===== src/rtl/alu_share_arbiter.sv =====
// ---------------------------------------------------------------------------
// alu_share_arbiter
//   Shares one combinational WIDTH-bit ALU between two requesters:
//   port 0 is the main execute path, port 1 the branch/compare helper.
//   Requesters are granted one at a time with round-robin priority. The
//   granted op and operands are registered and driven into the ALU for one
//   ISSUE cycle. The ALU result and zero flag are then captured and returned
//   on a valid/ready response channel.
//
// Ports
//   clk, reset              : clock; synchronous active-high reset
//   reqN_valid/op/a/b       : request from requester N (N = 0, 1)
//   reqN_ready              : request N accepted this cycle (IDLE only)
//   rspN_valid/data/zero    : captured result for requester N
//   rspN_ready              : requester N consumes the result
//   alu_op/alu_a/alu_b      : registered drive into the ALU
//   alu_result/alu_zero     : combinational ALU outputs
//   busy                    : arbiter is not in IDLE
// ---------------------------------------------------------------------------

// Per-port response holding register. It loads on capture and drops valid
// on the consumer handshake. Data and flag are held after the handshake.
module alu_share_rsp_slot #(
    parameter int WIDTH = 8
) (
    input  logic             clk,
    input  logic             reset,
    input  logic             capture,
    input  logic             clear,
    input  logic [WIDTH-1:0] result,
    input  logic             zero,
    output logic             vld,
    output logic [WIDTH-1:0] data,
    output logic             zflag
);
    always_ff @(posedge clk) begin
        if (reset) begin
            vld   <= 1'b0;
            data  <= '0;
            zflag <= 1'b0;
        end else if (capture) begin
            vld   <= 1'b1;
            data  <= result;
            zflag <= zero;
        end else if (clear) begin
            vld   <= 1'b0;
        end
    end
endmodule

module alu_share_arbiter #(
    parameter int               WIDTH   = 8,
    parameter int               OPW     = 4,
    parameter logic [OPW-1:0]   IDLE_OP = 4'b0010
) (
    input  logic             clk,
    input  logic             reset,

    input  logic             req0_valid,
    input  logic [OPW-1:0]   req0_op,
    input  logic [WIDTH-1:0] req0_a,
    input  logic [WIDTH-1:0] req0_b,
    output logic             req0_ready,
    output logic             rsp0_valid,
    input  logic             rsp0_ready,
    output logic [WIDTH-1:0] rsp0_data,
    output logic             rsp0_zero,

    input  logic             req1_valid,
    input  logic [OPW-1:0]   req1_op,
    input  logic [WIDTH-1:0] req1_a,
    input  logic [WIDTH-1:0] req1_b,
    output logic             req1_ready,
    output logic             rsp1_valid,
    input  logic             rsp1_ready,
    output logic [WIDTH-1:0] rsp1_data,
    output logic             rsp1_zero,

    output logic [OPW-1:0]   alu_op,
    output logic [WIDTH-1:0] alu_a,
    output logic [WIDTH-1:0] alu_b,
    input  logic [WIDTH-1:0] alu_result,
    input  logic             alu_zero,

    output logic             busy
);
    localparam int NPORT = 2;

    typedef enum logic [1:0] {
        ST_IDLE  = 2'd0,
        ST_ISSUE = 2'd1,
        ST_RESP  = 2'd2
    } state_t;

    state_t state;
    logic   ptr;     // requester that wins the next contention
    logic   owner;   // requester whose op is in flight
    logic   grant;
    logic   accept;

    logic [NPORT-1:0]            req_valid;
    logic [NPORT-1:0]            req_ready;
    logic [NPORT-1:0][OPW-1:0]   req_op;
    logic [NPORT-1:0][WIDTH-1:0] req_a;
    logic [NPORT-1:0][WIDTH-1:0] req_b;
    logic [NPORT-1:0]            rsp_valid;
    logic [NPORT-1:0]            rsp_ready;
    logic [NPORT-1:0][WIDTH-1:0] rsp_data;
    logic [NPORT-1:0]            rsp_zero;
    logic [NPORT-1:0]            capture;
    logic [NPORT-1:0]            clear;

    assign req_valid = {req1_valid, req0_valid};
    assign req_op    = {req1_op, req0_op};
    assign req_a     = {req1_a, req0_a};
    assign req_b     = {req1_b, req0_b};
    assign rsp_ready = {rsp1_ready, rsp0_ready};

    assign req0_ready = req_ready[0];
    assign req1_ready = req_ready[1];
    assign rsp0_valid = rsp_valid[0];
    assign rsp1_valid = rsp_valid[1];
    assign rsp0_data  = rsp_data[0];
    assign rsp1_data  = rsp_data[1];
    assign rsp0_zero  = rsp_zero[0];
    assign rsp1_zero  = rsp_zero[1];

    // Port 1 wins when it is the only requester, or when both request and
    // the pointer favours it. Otherwise port 0 wins.
    assign grant  = req_valid[1] & (~req_valid[0] | ptr);
    assign accept = |req_ready;
    assign busy   = (state != ST_IDLE);

    genvar p;
    generate
        for (p = 0; p < NPORT; p++) begin : g_port
            assign req_ready[p] = (state == ST_IDLE) && req_valid[p] && (grant == 1'(p));
            assign capture[p]   = (state == ST_ISSUE) && (owner == 1'(p));
            assign clear[p]     = (state == ST_RESP) && (owner == 1'(p)) && rsp_ready[p];

            alu_share_rsp_slot #(.WIDTH(WIDTH)) u_slot (
                .clk     (clk),
                .reset   (reset),
                .capture (capture[p]),
                .clear   (clear[p]),
                .result  (alu_result),
                .zero    (alu_zero),
                .vld     (rsp_valid[p]),
                .data    (rsp_data[p]),
                .zflag   (rsp_zero[p])
            );
        end
    endgenerate

    // The ALU drive registers double as the latched request. They are loaded
    // on acceptance, so they hold the op for exactly the ISSUE cycle. They
    // return to the idle drive when ISSUE ends.
    always_ff @(posedge clk) begin
        if (reset) begin
            state  <= ST_IDLE;
            ptr    <= 1'b0;
            owner  <= 1'b0;
            alu_op <= IDLE_OP;
            alu_a  <= '0;
            alu_b  <= '0;
        end else begin
            case (state)
                ST_IDLE: begin
                    if (accept) begin
                        owner  <= grant;
                        alu_op <= req_op[grant];
                        alu_a  <= req_a[grant];
                        alu_b  <= req_b[grant];
                        state  <= ST_ISSUE;
                    end
                end
                ST_ISSUE: begin
                    alu_op <= IDLE_OP;
                    alu_a  <= '0;
                    alu_b  <= '0;
                    state  <= ST_RESP;
                end
                ST_RESP: begin
                    // Hand priority to the other side so that neither side starves.
                    if (rsp_ready[owner]) begin
                        ptr   <= ~owner;
                        state <= ST_IDLE;
                    end
                end
                default: state <= ST_IDLE;
            endcase
        end
    end
endmodule


===== config.mk =====
export PLATFORM = sky130hd
export DESIGN_NAME = alu_share_arbiter
export DESIGN_NICKNAME = d
export VERILOG_FILES = /design/src/rtl/alu_share_arbiter.sv
export SDC_FILE = /design/constraint.sdc
export NUM_CORES = 1
export LEC_CHECK = 0
export CORE_MARGIN = 3
export CORE_UTILIZATION = 38
export CTS_CLUSTER_DIAMETER = 120
export DETAILED_ROUTE_END_ITERATION = 10
export GPL_TIMING_DRIVEN = 1
export PLACE_DENSITY = 0.78
export SLEW_MARGIN = 40
export SYNTH_ARGS = -nofsm -noshare
export SYNTH_HDL_FRONTEND = slang
export SYNTH_SLANG_ARGS = --single-unit

===== constraint.sdc =====
create_clock -name clk -period 1.7 [get_ports clk]
set_input_delay 0.34 -clock clk [delete_from_list [all_inputs] [get_ports clk]]
set_output_delay 0.34 -clock clk [all_outputs]
set_load 0.05 [all_outputs]

# Yosys cells after proc, flatten, opt, wreduce, memory -nomap -nowiden
# Cells that the tools add are included.
totals:
  ff_bits: 44
  in_bits: 55
  output_inout_bits: 43
  elab_cells: 64
op_classes:
  magnitude_cmp: 2
  eq_ne: 4
  mux: 21
  bitwise: 5
  n_reduce_logical: 20
op_table:
  columns: ["op", "n"]
  rows:
  - ["8-bit two-way mux", 6]
  - ["8-bit case mux with 2 select lines", 2]
  - ["4-bit two-way mux", 3]
  - ["1-bit logical AND", 10]
  - ["4-bit case mux with 2 select lines", 1]
  - ["2-bit AND reduction", 4]
  - ["2-bit nonzero test", 4]
  - ["1-bit two-way mux", 6]
  - ["2-bit case mux with 3 select lines", 1]
  - ["1-bit by 2-bit less-than comparator with 1-bit output, second input constant", 2]
  - ["2-bit two-way mux", 2]
  - ["1-bit inverter", 3]
  - ["2-bit by 1-bit equality test with 1-bit output, second input constant", 1]
  - ["2-bit equality test, second input constant", 1]
  - ["2-bit zero test", 1]
  - ["2-bit by 1-bit != test with 1-bit output, second input constant", 1]
  - ["2-bit != test, second input constant", 1]
  - ["2-bit OR reduction", 1]
  - ["1-bit bitwise AND", 1]
  - ["1-bit bitwise OR", 1]

# Logic depth before layout (Yosys ltp)
# Gate-level depths: netlist of the first run.
logic_depth:
  word_depth: 8
  ltp_mapped: 7
  depth_no_buf: 5

# Modules after synthesis
# From an unflattened synthesis of the first run, not the netlist that was laid out.
hier_totals:
  cells_unflattened: 207
  hier_area_um2: 1845.5
by_module_without_submodules:
  columns: ["mod", "instances", "cells_each", "area_each_um2", "seq_area_each_um2"]
  rows:
  - ["alu_share_arbiter", 1, 141, 1134.8, 480.5]
  - ["alu_share_rsp_slot", 2, 33, 355.3, 200.2]

# Least setup slack after synthesis of the first run
# No wires, ideal clock.
synth_timing:
  path_type: "input -> output"
  startpoint: "in req0_valid"
  endpoint: "out req0_ready"
  t_arrival_ns: 1.293
  required_time_ns: 1.360
  setup_slack_ns: 0.067
  stages: 4
  n_path_buf: 1
  path_cell_list: "inv_1 -> o21ai_2 -> buf_2 -> and3_1"
synth_between:
  elab_chain_cells: 5
  elab_cells_between_ends: 6
  classes_between: "4 x bitwise; 2 x reduce/logical"
synth_lines:
  columns: ["item", "line_no", "text"]
  rows:
  - ["from (decl)", "59", "input logic req0_valid,"]
  - ["1-bit inverter", "130", "assign grant = req_valid[1] & (~req_valid[0] | ptr);"]
  - ["1-bit bitwise OR", "130", null]
  - ["1-bit bitwise AND", "130", null]
  - ["1-bit inverter", "137", "assign req_ready[p] = (state == ST_IDLE) && req_valid[p] && (grant == 1'(p));"]
  - ["1-bit logical AND (*)", "137", null]
  - ["to (decl)", "63", "output logic req0_ready,"]
# Mark *: on every way between the ends. The rest lies on a longest branch, timed or not.

# Worst setup path in the final report of the first run
layout_timing:
  startpoint: "reg state[1]"
  endpoint: "out req1_ready"
layout_between:
  elab_chain_cells: 3
layout_lines:
  columns: ["item", "line_no", "text"]
  rows:
  - ["from (decl)", "95", "state_t state;"]
  - ["from (signal assigned)", "160", "state <= ST_IDLE;"]
  - ["from (signal assigned)", "174", "state <= ST_ISSUE;"]
  - ["from (signal assigned)", "181", "state <= ST_RESP;"]
  - ["2-bit zero test", "137", null]
  - ["1-bit logical AND (2 in series)", "137", null]
  - ["to (decl)", "73", "output logic req1_ready,"]
# No other way between the ends.

==> results.md, run 1 <==
* Initial core utilization at 0.401
* Finished Layout Cells at roughly 350
* Leak pwr at around 1.3 nW
* Clock Latency Late Sink at 290 ps
* WL final at 4.75 mm
* Routed wire per std cell at 13.7 microns
* WP depth at 5
* Sink Count at between 40 and 50
* Endpoints failing setup at 0
* Synth-to-layout area growth at 61.3%
* Most frequent cells in the layout: buf_4, clkdlybuf4s50_1, dfxtp_1
* Row Count at 24
* Worst Hold Class: register to register
* CP top delay family: simple AND/OR/NAND/NOR gates
* Gr ovfl total at 0
* Post-CTS Setup Bufs at 0
* Initial antenna violation count at 0
* Worst setup startpoint: state[1]
* Crit Path Class: register to primary output
* R2R Path Start: state[0]
* Core Util, Final at 0.646
* Syn_area_per_cell at 9.37 sq um
* Core Box Area at approximately 0.0044 sq mm
* Most common cell after layout, fill and taps aside: buf_4
* DRC viols at 0
* CTS Buf Count at 5
* Tmin final at ~1600 ps
* Total of max-cap violations at 0
* Delay of the slowest critical-path stage at about 340 ps
* Die W at around 74 microns
* Vias at around 1.7k
* First-pass GRT wire length at ~7.5 mm
* # diodes at 0
* Clk_skew at approximately 2.1 ps
* Area occupied by multi-input gates at 796 sq um
* Fmax at 622 MHz
* Port Buffers at between 90 and 100
* Yosys cell types at 26
* Setup crit end: req1_ready
* WP data required at between 1000 and 1500 ps
* Max Root-Sink Buffers at 2
* CTS tree: built
* Synth Instances at 190
* H-tree Lvls at 2
* Vias in the first global route at 1724
* Number of synthesized register bits at between 40 and 50
* Crit path capture type: primary output
* Slew HR at 0.771
* Worst-path cell with the longest stage delay: dfxtp_2
* CTS root buffer: clkbuf_8
* Maximum vdd drop at roughly 0.5 mV
* Status: completed
* Iteration-0 DRC Markers at between 100 and 150
* GR Util All Layers at 0.174
* Fill count at 380
* First drt pass iteration count at 4
* Final Power at about 2.6 mW
* Slew of the pin with the lowest slew margin at around 340 ps
* P per Cell Area at ~920 mW/mm^2
* Crit share post-route at 0.946
* Vias per inst at around 5.0
* Worst R2R Setup Slack at 360 ps
* Final Hold Vio Count at 0
* CP cell instances: nor2_4 -> inv_4 -> or2_4 -> inv_2 -> buf_8
* Reg2reg end: alu_a[0]
* Number of placed I/O pins at 98
* Largest net degree at the start of global routing at 21
* Final nets at 349
* Die ar. at ~0.0055 sq mm
* Yosys warnings at 0
* Max-slew violation count at 0
* Synth Net Count at about 250
* Sequential share of the synthesized area at 0.495
* CP max FO at 4
* HPWL Detailed at between 3 and 4 mm
* Unrepaired setup endpoints after global routing: no
* Clock slew seen by the registers of the worst setup and hold paths at 80 ps
* Placed insts at around 340
* Worst setup SP type: register
* R2R depth at 6
* CP Buf/Inv Count at 3
* Die Y at between 70 and 80 microns
* Placer Congestion at just under 0.8
* Critical Path AT at 1270 ps
* FF/Latch Area at roughly 880 sq um
* Syn Std Cell Area at 0.00178 sq mm
* Antenna-violating nets left at 0
* Share of layout cells above drive strength 1 at 0.254
[cells by family after synthesis]
family	synth area share
buffers and inverters	0.0597
AO/OA/AOI/OAI	0.181
multiplexers	0.124
flip-flops	0.495
AND/OR/NAND/NOR	0.140
[cell usage after synthesis]
cell type,instances,area share
nand3_1,10,0.028
a211oi_1,1,0.0042
inv_2,1,0.0021
and2_1,1,0.0035
nand2_1,32,0.067
mux2i_1,21,0.12
a22oi_1,1,0.0042
buf_6,3,0.019
clkbuf_1,6,0.013
o21bai_1,1,0.0042
nor3_1,1,0.0028
o2bb2ai_1,19,0.093
buf_4,1,0.0042
o21ai_2,1,0.0049
o21ai_0,3,0.0084
nor2_4,1,0.0063
a21oi_1,22,0.062
nor2_1,7,0.015
or3_4,1,0.0063
dfxtp_1,44,0.49
nor2b_1,1,0.0035
inv_1,5,0.011
and3_1,1,0.0035
or2_2,1,0.0035
mux2_2,1,0.0063
buf_2,4,0.011
[power by group]
group / internal, mW / switching [mW]
Clock: 0.324 / 0.347
Sequential: 1.11 / 0.0493
Combinational: 0.347 / 0.474
Total: 1.78 / 0.870
[through the flow]
step	setup WS, ps	instance area [sq um]	hold slack, ps	TNS (ps)
floorplan	66.8	1780	476	0
global placement	-56.6	2770	444	-76.6
detailed placement	-79.0	2770	450	-870
CTS	8.52	2860	461	0
global route	47.8	2870	477	0
finish	92.4	2870	459	0
[metal layers]
metal | GRT usage | up-vias | routed length (microns)
li1 | - | 871 | -
met1 | 0.213 | 790 | 1990
met2 | 0.284 | 69 | 2280
met3 | 0.0689 | 9 | 411
met4 | 0.0474 | 0 | 68
met5 | 0 | - | 0
[worst min path at each step]
stage	start	to	slack [ps]	depth (start not counted)
2_1_floorplan	alu_result[0]	g_port[0].u_slot.data[0]	480	2
3_3_place_gp	g_port[0].u_slot.data[1]	g_port[0].u_slot.data[1]	440	2
3_5_place_dp	g_port[0].u_slot.data[1]	g_port[0].u_slot.data[1]	450	2
4_1_cts	g_port[0].u_slot.data[1]	g_port[0].u_slot.data[1]	460	2
5_1_grt	g_port[0].u_slot.zflag	g_port[0].u_slot.zflag	480	2
6_report	g_port[1].u_slot.data[5]	g_port[1].u_slot.data[5]	460	2
[worst min-delay path, delay by kind of cell (launching register included)]
kind / cells / cell delay (ps)
AOI/OAI and AO/OA: 1 / 50
DFF: 1 / 320
and+or+nand+nor: 1 / 50
[flip-flops by register name (all words and copies together) (netlist names)]
name / flops
alu_a: 8
g_port.u_slot.vld: 2
owner: 1
alu_b: 8
ptr: 1
state: 2
g_port.u_slot.zflag: 2
g_port.u_slot.data: 16
alu_op: 4
[cell type report]
cell class	instances	share of cell area
inverter	6	0.00871
timing repair buffer	111	0.352
clock buffer	6	0.0287
multi-input combinational	126	0.277
sequential	44	0.307
clock inverter	2	0.00348
tap	52	0.0226
[timing repair]
action / 4_1_cts / 5_1_grt
resized for setup: 5 / 5
setup endpoints to repair: 2 / 1
hold buffers: 0 / 0
pin swaps: 0 / 1
No activity file was read; power rests on OpenSTA's default activity.
==> run 2: changes to the inputs <==
- TNS_END_PERCENT: not set -> 50
==> results of run 2 <==
The final DEF is identical to that of run 1; final timing and power are the same.
